[src/rtl/ifetch_unit.sv]
// ifetch_unit: instruction-fetch stage sitting between the PC register and decode.
// Issues the current PC to instruction memory (req/gnt/rvalid, one fetch
// outstanding), steps the PC register on every accepted request, buffers returned
// words with their PCs in a QDEPTH-entry circular queue and hands them to decode
// over valid/ready. A redirect (flush_i) empties the queue and discards any
// fetch that is still in flight.
//
// Optional feature: define IFETCH_MISALIGN_EN to trap PCs with non-zero low bits.
// A trapped PC produces a queue entry flagged with dec_exc_o and parks the unit
// in HOLD until the next redirect. With the macro undefined, the low address bits
// are forced to 00 and dec_exc_o is tied low.
module ifetch_unit #(
    parameter int QDEPTH = 2
) (
    input  logic        clk,
    input  logic        rst,
    input  logic [31:0] pc_i,
    output logic        pc_ena_o,
    output logic        imem_req_o,
    output logic [31:0] imem_addr_o,
    input  logic        imem_gnt_i,
    input  logic        imem_rvalid_i,
    input  logic [31:0] imem_rdata_i,
    input  logic        flush_i,
    output logic        dec_valid_o,
    input  logic        dec_ready_i,
    output logic [31:0] dec_inst_o,
    output logic [31:0] dec_pc_o,
    output logic        dec_exc_o
);

    localparam int PTR_W = $clog2(QDEPTH);
    localparam int CNT_W = PTR_W + 1;
    localparam logic [CNT_W-1:0] DEPTH_C = CNT_W'(QDEPTH);

    typedef enum logic [1:0] {
        S_IDLE    = 2'd0,
        S_WAIT    = 2'd1,
        S_DISCARD = 2'd2
`ifdef IFETCH_MISALIGN_EN
        ,
        S_HOLD    = 2'd3
`endif
    } state_e;

    state_e             state_q;
    logic [31:0]        pend_pc_q;

    logic [31:0]        pc_mem_q   [QDEPTH];
    logic [31:0]        inst_mem_q [QDEPTH];
`ifdef IFETCH_MISALIGN_EN
    logic               exc_mem_q  [QDEPTH];
`endif

    logic [PTR_W-1:0]   rd_ptr_q, rd_ptr_d;
    logic [PTR_W-1:0]   wr_ptr_q, wr_ptr_d;
    logic [CNT_W-1:0]   count_q,  count_d;

    logic               in_idle;
    logic               has_room;
    logic               misalign;
    logic               grant;
    logic               resp_push;
    logic               trap_push;
    logic               push;
    logic               pop;
    logic [31:0]        push_pc;
    logic [31:0]        push_inst;

    // ------------------------------------------------------------------
    // Request side
    // ------------------------------------------------------------------
    assign in_idle  = (state_q == S_IDLE);
    assign has_room = (count_q < DEPTH_C);

`ifdef IFETCH_MISALIGN_EN
    assign misalign = (pc_i[1:0] != 2'b00);
`else
    assign misalign = 1'b0;
`endif

    // A request only leaves IDLE when a queue slot is guaranteed for its reply;
    // a redirect in the same cycle suppresses it because pc_i is about to change.
    assign imem_req_o  = !rst && in_idle && has_room && !flush_i && !misalign;
    assign imem_addr_o = {pc_i[31:2], 2'b00};
    assign grant       = imem_req_o && imem_gnt_i;

    // The PC register steps on an accepted fetch and loads the target on a redirect.
    // While a request waits for grant this stays low, holding imem_addr_o stable.
    assign pc_ena_o = !rst && (grant || flush_i);

    // ------------------------------------------------------------------
    // Queue push / pop
    // ------------------------------------------------------------------
    assign resp_push = (state_q == S_WAIT) && imem_rvalid_i && !flush_i;
    assign trap_push = in_idle && has_room && !flush_i && misalign;
    assign push      = resp_push || trap_push;

    assign dec_valid_o = !rst && (count_q != '0) && !flush_i;
    assign pop         = dec_valid_o && dec_ready_i;

    assign push_pc   = trap_push ? pc_i  : pend_pc_q;
    assign push_inst = trap_push ? 32'h0 : imem_rdata_i;

    // Next pointers and occupancy; a redirect empties the queue outright.
    always_comb begin
        // NOTE: every output gets a default first so no path leaves it unassigned (no latch).
        rd_ptr_d = rd_ptr_q;
        wr_ptr_d = wr_ptr_q;
        count_d  = count_q;
        if (flush_i) begin
            rd_ptr_d = '0;
            wr_ptr_d = '0;
            count_d  = '0;
        end else begin
            if (push) begin
                wr_ptr_d = wr_ptr_q + PTR_W'(1);
            end
            if (pop) begin
                rd_ptr_d = rd_ptr_q + PTR_W'(1);
            end
            case ({push, pop})
                2'b10:   count_d = count_q + CNT_W'(1);
                2'b01:   count_d = count_q - CNT_W'(1);
                default: count_d = count_q;
            endcase
        end
    end

    // Queue pointers and occupancy registers.
    always_ff @(posedge clk or posedge rst) begin
        // NOTE: state uses non-blocking assignments so every flop samples pre-edge values.
        if (rst) begin
            rd_ptr_q <= '0;
            wr_ptr_q <= '0;
            count_q  <= '0;
        end else begin
            rd_ptr_q <= rd_ptr_d;
            wr_ptr_q <= wr_ptr_d;
            count_q  <= count_d;
        end
    end

    // Queue storage: the entry at the write pointer is filled on every push.
    always_ff @(posedge clk or posedge rst) begin
        if (rst) begin
            // NOTE: storage is reset because the decode head fields read it directly and must be 0 out of reset.
            for (int i = 0; i < QDEPTH; i++) begin
                pc_mem_q[i]   <= '0;
                inst_mem_q[i] <= '0;
`ifdef IFETCH_MISALIGN_EN
                exc_mem_q[i]  <= 1'b0;
`endif
            end
        end else if (push) begin
            pc_mem_q[wr_ptr_q]   <= push_pc;
            inst_mem_q[wr_ptr_q] <= push_inst;
`ifdef IFETCH_MISALIGN_EN
            exc_mem_q[wr_ptr_q]  <= trap_push;
`endif
        end
    end

    // Head of queue goes straight from storage to decode.
    assign dec_pc_o   = pc_mem_q[rd_ptr_q];
    assign dec_inst_o = inst_mem_q[rd_ptr_q];
`ifdef IFETCH_MISALIGN_EN
    assign dec_exc_o  = exc_mem_q[rd_ptr_q];
`else
    assign dec_exc_o  = 1'b0;
`endif

    // ------------------------------------------------------------------
    // Fetch control FSM
    // ------------------------------------------------------------------
    // Tracks the single outstanding fetch and whether its reply must be dropped.
    always_ff @(posedge clk or posedge rst) begin
        if (rst) begin
            state_q   <= S_IDLE;
            pend_pc_q <= '0;
        end else begin
            case (state_q)
                S_IDLE: begin
                    if (grant) begin
                        pend_pc_q <= pc_i;
                        state_q   <= S_WAIT;
                    end
`ifdef IFETCH_MISALIGN_EN
                    else if (trap_push) begin
                        state_q <= S_HOLD;
                    end
`endif
                end
                S_WAIT: begin
                    // A reply arriving together with a redirect is dropped by resp_push.
                    if (imem_rvalid_i) begin
                        state_q <= S_IDLE;
                    end else if (flush_i) begin
                        state_q <= S_DISCARD;
                    end
                end
                S_DISCARD: begin
                    // The stale reply is swallowed; further redirects change nothing here.
                    if (imem_rvalid_i) begin
                        state_q <= S_IDLE;
                    end
                end
`ifdef IFETCH_MISALIGN_EN
                S_HOLD: begin
                    if (flush_i) begin
                        state_q <= S_IDLE;
                    end
                end
`endif
                default: state_q <= S_IDLE;
            endcase
        end
    end

endmodule

[config.mk]
export PLATFORM = sky130hd
export DESIGN_NAME = ifetch_unit
export DESIGN_NICKNAME = d
export VERILOG_FILES = /design/src/rtl/ifetch_unit.sv
export SDC_FILE = /design/constraint.sdc
export NUM_CORES = 1
export LEC_CHECK = 0
export ABC_AREA = 1
export BUFFER_PORTS_ARGS = -buffer_cell sky130_fd_sc_hd__buf_2
export CORE_MARGIN = 1.5
export CORE_UTILIZATION = 45
export DETAILED_ROUTE_END_ITERATION = 7
export HOLD_SLACK_MARGIN = 0.03
export PLACE_DENSITY = 0.68
export REMOVE_ABC_BUFFERS = 1
export SYNTH_ARGS = -nofsm -noshare
export SYNTH_HDL_FRONTEND = slang
export SYNTH_SLANG_ARGS = --single-unit
[constraint.sdc]
create_clock -name clk -period 15.2 [get_ports clk]
set_input_delay 1.52 -clock clk [delete_from_list [all_inputs] [get_ports clk]]
set_output_delay 1.52 -clock clk [all_outputs]
set_load 0.05 [all_outputs]
After elaboration in Yosys (flattened, before gate mapping)
Cells that the tools add are included.
{"block": "word_totals", "inputBits": 70, "reg_bits": 166}
{"block": "classes", "bitwise": 2, "n_reduce_logical": 21, "n_addsub": 4, "eq_ne": 7, "mux": 21, "order_cmp": 4}
{"cell": "32-bit 2-to-1 mux", "count": 7}
{"cell": "64-bit bitwise mux", "count": 2}
{"cell": "32-bit demux with 1-bit select", "count": 1}
{"cell": "1-bit logical AND", "count": 11}
{"cell": "2-bit 2-to-1 mux", "count": 5}
{"cell": "2-bit one-hot mux with 3 select lines", "count": 1}
{"cell": "2-bit nonzero test", "count": 3}
{"cell": "2-bit by 1-bit equality test with 1-bit output (second input constant)", "count": 2}
{"cell": "2-bit equality test (second input constant)", "count": 2}
{"cell": "2-bit >= comparator (second input constant)", "count": 2}
{"cell": "1-bit 2-to-1 mux", "count": 4}
{"cell": "1-bit inverter with 2-bit output", "count": 2}
{"cell": "2-bit one-hot mux with 2 select lines", "count": 1}
{"cell": "3-bit != test (second input constant)", "count": 1}
{"cell": "3-bit AND reduction", "count": 1}
{"cell": "3-bit nonzero test", "count": 1}
{"cell": "1-bit adder (second input constant)", "count": 2}
{"cell": "2-bit by 1-bit adder with 2-bit output (second input constant)", "count": 1}
{"cell": "1-bit zero test", "count": 2}
{"cell": "2-bit zero test", "count": 1}
{"cell": "2-bit by 1-bit < comparator with 1-bit output (second input constant)", "count": 1}
{"cell": "2-bit < comparator (second input constant)", "count": 1}
{"cell": "2-bit by 1-bit != test with 1-bit output (second input constant)", "count": 1}
{"cell": "2-bit != test (second input constant)", "count": 1}
{"cell": "3 further kinds", "count": 3}

Longest topological paths before layout
Gate-level depths: netlist of run 1.
{"block": "logic_depth", "word_depth": 7, "ltp_mapped": 8, "depth_no_buf": 8}

Worst setup path after synthesis of run 1
Ideal clock, no wire load.
{"block": "synth_timing", "path_type": "in2out", "startpoint": "input flush_i", "endpoint": "output pc_ena_o", "t_arrival_ns": 2.978, "path_buffers": 0, "required_ns": 13.680, "path_stages": 5, "slack_ns": 10.702, "cell_sequence": "nor2_2 nand3_2 nor2_4 nand2_4 a21oi_1"}
{"block": "synth_between", "elab_chain_cells": 5}
{"element": "start, declared", "line_no": "24", "rtl": "input logic flush_i,"}
{"element": "1-bit zero test", "line_no": "84", "rtl": "assign imem_req_o = !rst && in_idle && has_room && !flush_i && !misalign;"}
{"element": "1-bit logical AND", "line_no": "84"}
{"element": "via imem_req_o", "line_no": "19", "rtl": "output logic imem_req_o,"}
{"element": "1-bit logical AND", "line_no": "86", "rtl": "assign grant = imem_req_o && imem_gnt_i;"}
{"element": "1-bit logical OR", "line_no": "90", "rtl": "assign pc_ena_o = !rst && (grant || flush_i);"}
{"element": "1-bit logical AND", "line_no": "90"}
{"element": "end, declared", "line_no": "18", "rtl": "output logic pc_ena_o,"}
The timed path passes the listed nets, and every way through them passes these cells.

Worst setup path after layout of run 1
{"block": "layout_timing", "startpoint": "input flush_i", "endpoint": "output pc_ena_o"}
{"block": "layout_between", "elab_chain_cells": 5}
{"element": "1-bit zero test", "line_no": "84"}
{"element": "1-bit logical AND", "line_no": "84"}
{"element": "1-bit logical AND", "line_no": "86"}
{"element": "1-bit logical OR *", "line_no": "90"}
{"element": "1-bit logical AND *", "line_no": "90"}
Every way passes the cells marked *; elsewhere a longest branch is shown, timed or not.

==> results of run 1 <==
[layout make-up]
| class | count | share of cell area, % |
|---|---|---|
| multi-input combinational | 426 | 29.1 |
| clock buffer | 21 | 5.29 |
| inverter | 75 | 3.43 |
| clock inverter | 11 | 1.45 |
| tap | 216 | 3.10 |
| timing repair buffer | 170 | 9.89 |
| sequential | 166 | 47.7 |
[metal layers]
layer  vias to the layer above  GRT usage, %  share of wire, %  wire [um]
li1                       2588             -                 -          -
met1                      2389          23.1                49       6900
met2                       123          27.7                46       6400
met3                        12          3.00               3.9        540
met4                         0          5.56               1.2        165
met5                         -             0                 0          0
[cell families after synthesis]
logic type,synth area share (%)
AOI/OAI and AO/OA,12.7
DFF,55.5
buffers and inverters,11.0
and+or+nand+nor,11.2
other,0.0501
muxes,9.62
[worst min path at each step]
stage,from,end,slack (ps),depth (start not counted)
2_1_floorplan,pc_mem_q[54],pc_mem_q[54],450,2
3_3_place_gp,pc_mem_q[20],pc_mem_q[20],460,2
3_5_place_dp,pc_mem_q[20],pc_mem_q[20],470,2
4_1_cts,pc_mem_q[20],pc_mem_q[20],490,2
5_1_grt,pc_mem_q[7],pc_mem_q[7],500,2
6_report,pc_mem_q[20],pc_mem_q[20],480,2
[flip-flops by register name, summed over array words and instances, names as in the netlist]
register	count
rd_ptr_q	1
state_q	2
pc_mem_q	64
count_q	2
pend_pc_q	32
wr_ptr_q	1
inst_mem_q	64
[power breakdown]
part           total, mW  leakage [nW]  internal [mW]  switching [mW]
sequential         0.621          2.18          0.564          0.0564
clock              0.421         0.275          0.251           0.171
combinational      0.659          2.00          0.193           0.467
[worst max-delay path, delay by kind of cell]
| kind | cells | cell delay, ps |
|---|---|---|
| simple gates | 4 | 470 |
| compound gates | 1 | 150 |
| buf+inv | 2 | 420 |
[cells in the mapped netlist, drive strengths merged]
cell type  instances  area, sq um
o21ai            162          923
inv               74          278
mux2              64          721
conb               1         3.75
buf               73          524
a21oi              3         15.0
clkinv             1         16.3
nand3              6         40.0
nor2               6         40.0
o31ai              1         7.51
clkbuf             1         3.75
nand2            179          749
nand4              1         6.26
dfrtp            166         4150
o21bai             1         7.51
[metrics by stage]
stage	setup slack (ps)	hold slack, ps
3_5_place_dp	11120	473
5_1_grt	10990	504
4_1_cts	11120	488
3_3_place_gp	11160	465
2_1_floorplan	9190	449
6_report	11110	484
==> impl_metrics.csv, run 1 <==
group,metric,value,unit
clocking,cts.hold.buffers_added,0,
floorplan,die_h,132,um
synthesis,syn_avg_cell_area,10.1,sq um
min_path,min_path_type,"reg -> reg",
synthesis,synthDistinctLibCells,26,
worst_setup_path,arrival,2570,ps
floorplan,row_count,46,
worst_setup_path,critPathRequiredTime,13680,ps
worst_setup_path,crit_top_cell,"buf_2",
grt,grt_pass1_wl,24400,um
floorplan,core_region_area,0.0161,sq mm
worst_setup_path,worst-setup-path-type,"in -> out",
synthesis,yosysSeqAreaShare,55.5,%
final_layout,final_cell_mix,"buf_2, dfrtp_1, nand2_1, o21ai_1, inv_1",
clocking,cts_tree,"done",
floorplan,io_pins,170,
worst_setup_path,cp-start-kind,"primary input",
sta,fmax,245,MHz
worst_setup_path,endpoint_kind,"output port",
final_layout,fillers,1451,
sta,max-slew-margin-rel,39.7,%
pwr,p_leak,4.46,nW
worst_setup_path,r2r-end,"pc_mem_q[29]",
worst_setup_path,cp-endpoint,"pc_ena_o",
final_layout,nNetsFinal,926,
final_layout,final_cells,1085,
worst_setup_path,slowest_delay,280,ps
final_layout,seq_area,0.00416,sq mm
final_layout,area_delta_synth_final,16.3,%
drt,drtIter0Drc,173,
outcome,outcome,"completed",
final_layout,multiInputGateArea,0.00254,sq mm
clocking,cts.htree.levels,4,
synthesis,syn_area,0.00749,sq mm
clocking,cts_resized,0,
placement,gp_congestion,0.755,
sta,rsz0062_at_grt,"no",
clocking,cts_setup_buffers,0,
drt,num_vias,5112,
sta,finalSetupTns,0,ps
floorplan,start_util,46.6,%
job,cap_violations,0,
synthesis,ys_seq_elements,166,
drt,final_antenna_net_count,0,
pwr,ir_drop,95.8,uV
grt,grt_max_degree,94,
worst_setup_path,crit_chain,"buf_2, nor2_2, nand3_2, nor2_4, nand2_4, a21oi_1, buf_2",
worst_setup_path,timing.rr.start,"state_q[0]",
floorplan,die_x,132,um
final_layout,diodes,0,
final_layout,final_core_util,54.2,%
worst_setup_path,cpMaxStageDelayCell,"buf_2",
sta,clock_skew,7.40,ps
final_layout,final_common_cell,"buf_2",
clocking,cts_made_buffers,17,
placement,dpl_cell_area,0.00812,sq mm
drt,routed_wl,14000,um
sta,hold_violations,0,
clocking,root_buffer,"clkbuf_16",
placement,placedCellCount,1053,
grt,antenna_found_initial,0,
drt,dr.pass1.iters,4,
clocking,clock-sinks,166,
clocking,ctsLongestPathBuffers,2,
drt,wire_per_inst,12.9,um
final_layout,drive_above_1_share,38.4,%
sta,setup_viol,0,
sta,period_share,26.9,%
sta,worst_slew_pin_slew,905,ps
worst_setup_path,crit_start,"flush_i",
placement,port_buffers,166,
final_layout,final_area,0.00871,sq mm
synthesis,ys_warn_count,0,
drt,drcViolationCount,0,
worst_setup_path,critPathMaxFanout,5,
placement,dpl.hpwl,8690,um
grt,grt_usage,17.0,%
sta,drv_slew,0,
worst_setup_path,reg2reg_depth,6,
synthesis,synthCells,739,
pwr,p_total,1.70,mW
drt,via_per_inst,4.71,
grt,overflow,0,
floorplan,die_area,0.0174,sq mm
clocking,clk_latency,410,ps
worst_setup_path,reg2reg_slack,13110,ps
grt,grt_pass1_vias,5081,
clocking,cts.clk_slew.worst_paths,60,ps
sta,period_minus_slack,4090,ps
pwr,powerDensity,195,mW/mm^2
No activity file was read; power rests on OpenSTA's default activity.
==> run 2, diff against run 1 <==
ABC_AREA = 0   (was 1)
clock period = 3.95 ns   (was 15.2 ns; I/O delays follow)
==> impl_metrics.csv, run 2 <==
group,metric,value,unit
floorplan,io_pins,170,
clocking,cts_setup_buffers,0,
floorplan,die_x,131,um
clocking,root_buffer,"clkbuf_16",
synthesis,yosysSeqAreaShare,56.1,%
worst_setup_path,path_buf_inv,1,
synthesis,synth_most_common_cell,"mux2_2",
sta,worst_hold_slack,166,ps
clocking,cts_made_buffers,17,
clocking,clock-sinks,166,
grt,grt_pass1_wl,23800,um
clocking,clk_latency,420,ps
sta,fmax,370,MHz
placement,gp_congestion,0.730,
drt,drcViolationCount,0,
pwr,p_leak,4.44,nW
sta,drv_slew,0,
floorplan,row_count,46,
final_layout,seq_area,0.00416,sq mm
synthesis,synth_edf_count,0,
synthesis,ys.flop_type,"dfrtp_1",
clocking,cts_tree,"done",
grt,grt_pass1_vias,4643,
final_layout,drive_above_1_share,69.3,%
outcome,outcome,"completed",
worst_setup_path,worst-setup-path-type,"reg -> out",
sta,period_minus_slack,2700,ps
synthesis,synthDistinctLibCells,29,
worst_setup_path,crit_chain,"or4_1, or3b_2, a21oi_1, buf_2",
synthesis,syn_area,0.00740,sq mm
worst_setup_path,cpMaxStageDelayCell,"or4_1",
sta,clock_skew,8.74,ps
worst_setup_path,critPathMaxFanout,5,
placement,dpl.hpwl,9090,um
floorplan,die_area,0.0172,sq mm
floorplan,die_h,131,um
grt,antenna_found_initial,0,
clocking,cts.clk_slew.worst_paths,60,ps
drt,routed_wl,14300,um
sta,max-slew-margin-rel,35.9,%
clocking,cts_resized,0,
synthesis,syn_avg_cell_area,15.4,sq um
final_layout,final_common_cell,"mux2_2",
synthesis,synth_top_area_share,56.1,%
drt,final_antenna_net_count,0,
worst_setup_path,arrival,2310,ps
final_layout,final_core_util,55.0,%
pwr,p_total,6.00,mW
pwr,powerDensity,682,mW/mm^2
final_layout,top_regs,"inst_mem_q x64, pc_mem_q x64, pend_pc_q x32",
grt,overflow,0,
pwr,ir_drop,399,uV
synthesis,ys_seq_elements,166,
worst_setup_path,critPathRequiredTime,3560,ps
placement,port_buffers,166,
drt,num_vias,4250,
floorplan,start_util,46.3,%
clocking,cts.htree.levels,4,
sta,worst_slew_pin_slew,962,ps
worst_setup_path,cp-start-kind,"flip-flop",
drt,drtIter0Drc,83,
drt,wire_per_inst,16.9,um
synthesis,synth_area_leaders,"dfrtp_1, mux2_2, mux2_4, buf_4, buf_12",
final_layout,area_delta_synth_final,18.9,%
sta,rsz0062_at_grt,"no",
synthesis,async_flop_share,100,%
sta,hold_violations,0,
synthesis,synthCells,480,
sta,setup_viol,0,
synthesis,synth_top_area_cell,"dfrtp_1",
final_layout,diodes,0,
final_layout,fillers,1366,
floorplan,core_region_area,0.0160,sq mm
sta,period_share,68.4,%
drt,via_per_inst,5.03,
min_path,min_path_type,"in -> reg",
synthesis,ys_warn_count,0,
clocking,cts.hold.buffers_added,0,
job,cap_violations,0,
worst_setup_path,critPathTopFamily,"simple AND/OR/NAND/NOR gates",
worst_setup_path,endpoint_kind,"output port",
worst_setup_path,slowest_delay,550,ps
final_layout,final_cell_mix,"mux2_2, buf_2, dfrtp_1, mux2_4, clkbuf_16",
clocking,ctsLongestPathBuffers,2,
drt,dr.pass1.iters,2,
final_layout,multiInputGateArea,0.00284,sq mm
final_layout,nNetsFinal,686,
synthesis,ys_top_cells_by_count,"mux2_2, dfrtp_1, buf_4",
grt,grt_max_degree,107,
grt,grt_usage,17.5,%
[run 2: cell types whose count changed in the layout (fill, tap and decap cells not counted), sizes merged, moves of 3 or more]
cell | before | now
inv | 74 | 6
nand2 | 179 | 1
o21ai | 162 | 0
clkinvlp | 4 | 1
mux2 | 64 | 224
nand3 | 6 | 0
buf | 170 | 173
[run 2: cell type report]
cell class / count / area share, %
inverters: 4 / 0.228
flip-flops and latches: 166 / 47.2
multi-input cells: 254 / 32.2
well taps: 216 / 3.07
clock inverters: 12 / 1.69
repair buffers: 173 / 10.3
clock buffers: 20 / 5.19
[run 2: path summary, 6_finish.rpt]
path | to | start | slack, ps | cells after the start
setup / recovery | pc_ena_o | state_q[0] | 1250 | 4
hold / removal | state_q[1] | imem_rvalid_i | 170 | 2
setup reg to reg | pend_pc_q[0] | state_q[0] | 1630 | 4
hold reg to reg | inst_mem_q[20] | inst_mem_q[20] | 500 | 1
max in group asynchronous | pend_pc_q[10] | rst | 2800 | 3
min in group asynchronous | count_q[0] | rst | 220 | 2
[run 2: routing by layer]
layer / GRT usage [%] / vias to the layer above / routed length, um
met2: 29.4 / 105 / 7110
met4: 5.49 / 0 / 165
met3: 4.59 / 17 / 568
li1: - / 1944 / -
met5: 0 / - / 0
met1: 22.0 / 2184 / 6440
[run 2: power by group]
| part | switching [mW] | leakage, nW | internal, mW |
|---|---|---|---|
| clock network | 0.658 | 0.300 | 1.03 |
| registers | 0.204 | 2.14 | 2.07 |
| logic | 1.33 | 2.00 | 0.708 |
[run 2: logic make-up after synthesis]
family	after synthesis	share of synthesized area, %
flip-flops	166	56.1
AND/OR/NAND/NOR	17	1.54
other	1	0.0507
XOR/XNOR	2	0.237
multiplexers	226	35.8
buffers and inverters	62	5.78
AO/OA/AOI/OAI	6	0.490
[run 2: per-stage QoR]
stage / area (sq um) / setup slack (ps) / cells / setup TNS (ps)
after global placement: 8190 / 1550 / 813 / 0
after detailed placement: 8190 / 1510 / 813 / 0
after CTS: 8800 / 1230 / 845 / 0
final: 8800 / 1250 / 845 / 0
after floorplan: 7000 / -935 / 424 / -170930
after global routing: 8800 / 1170 / 845 / 0
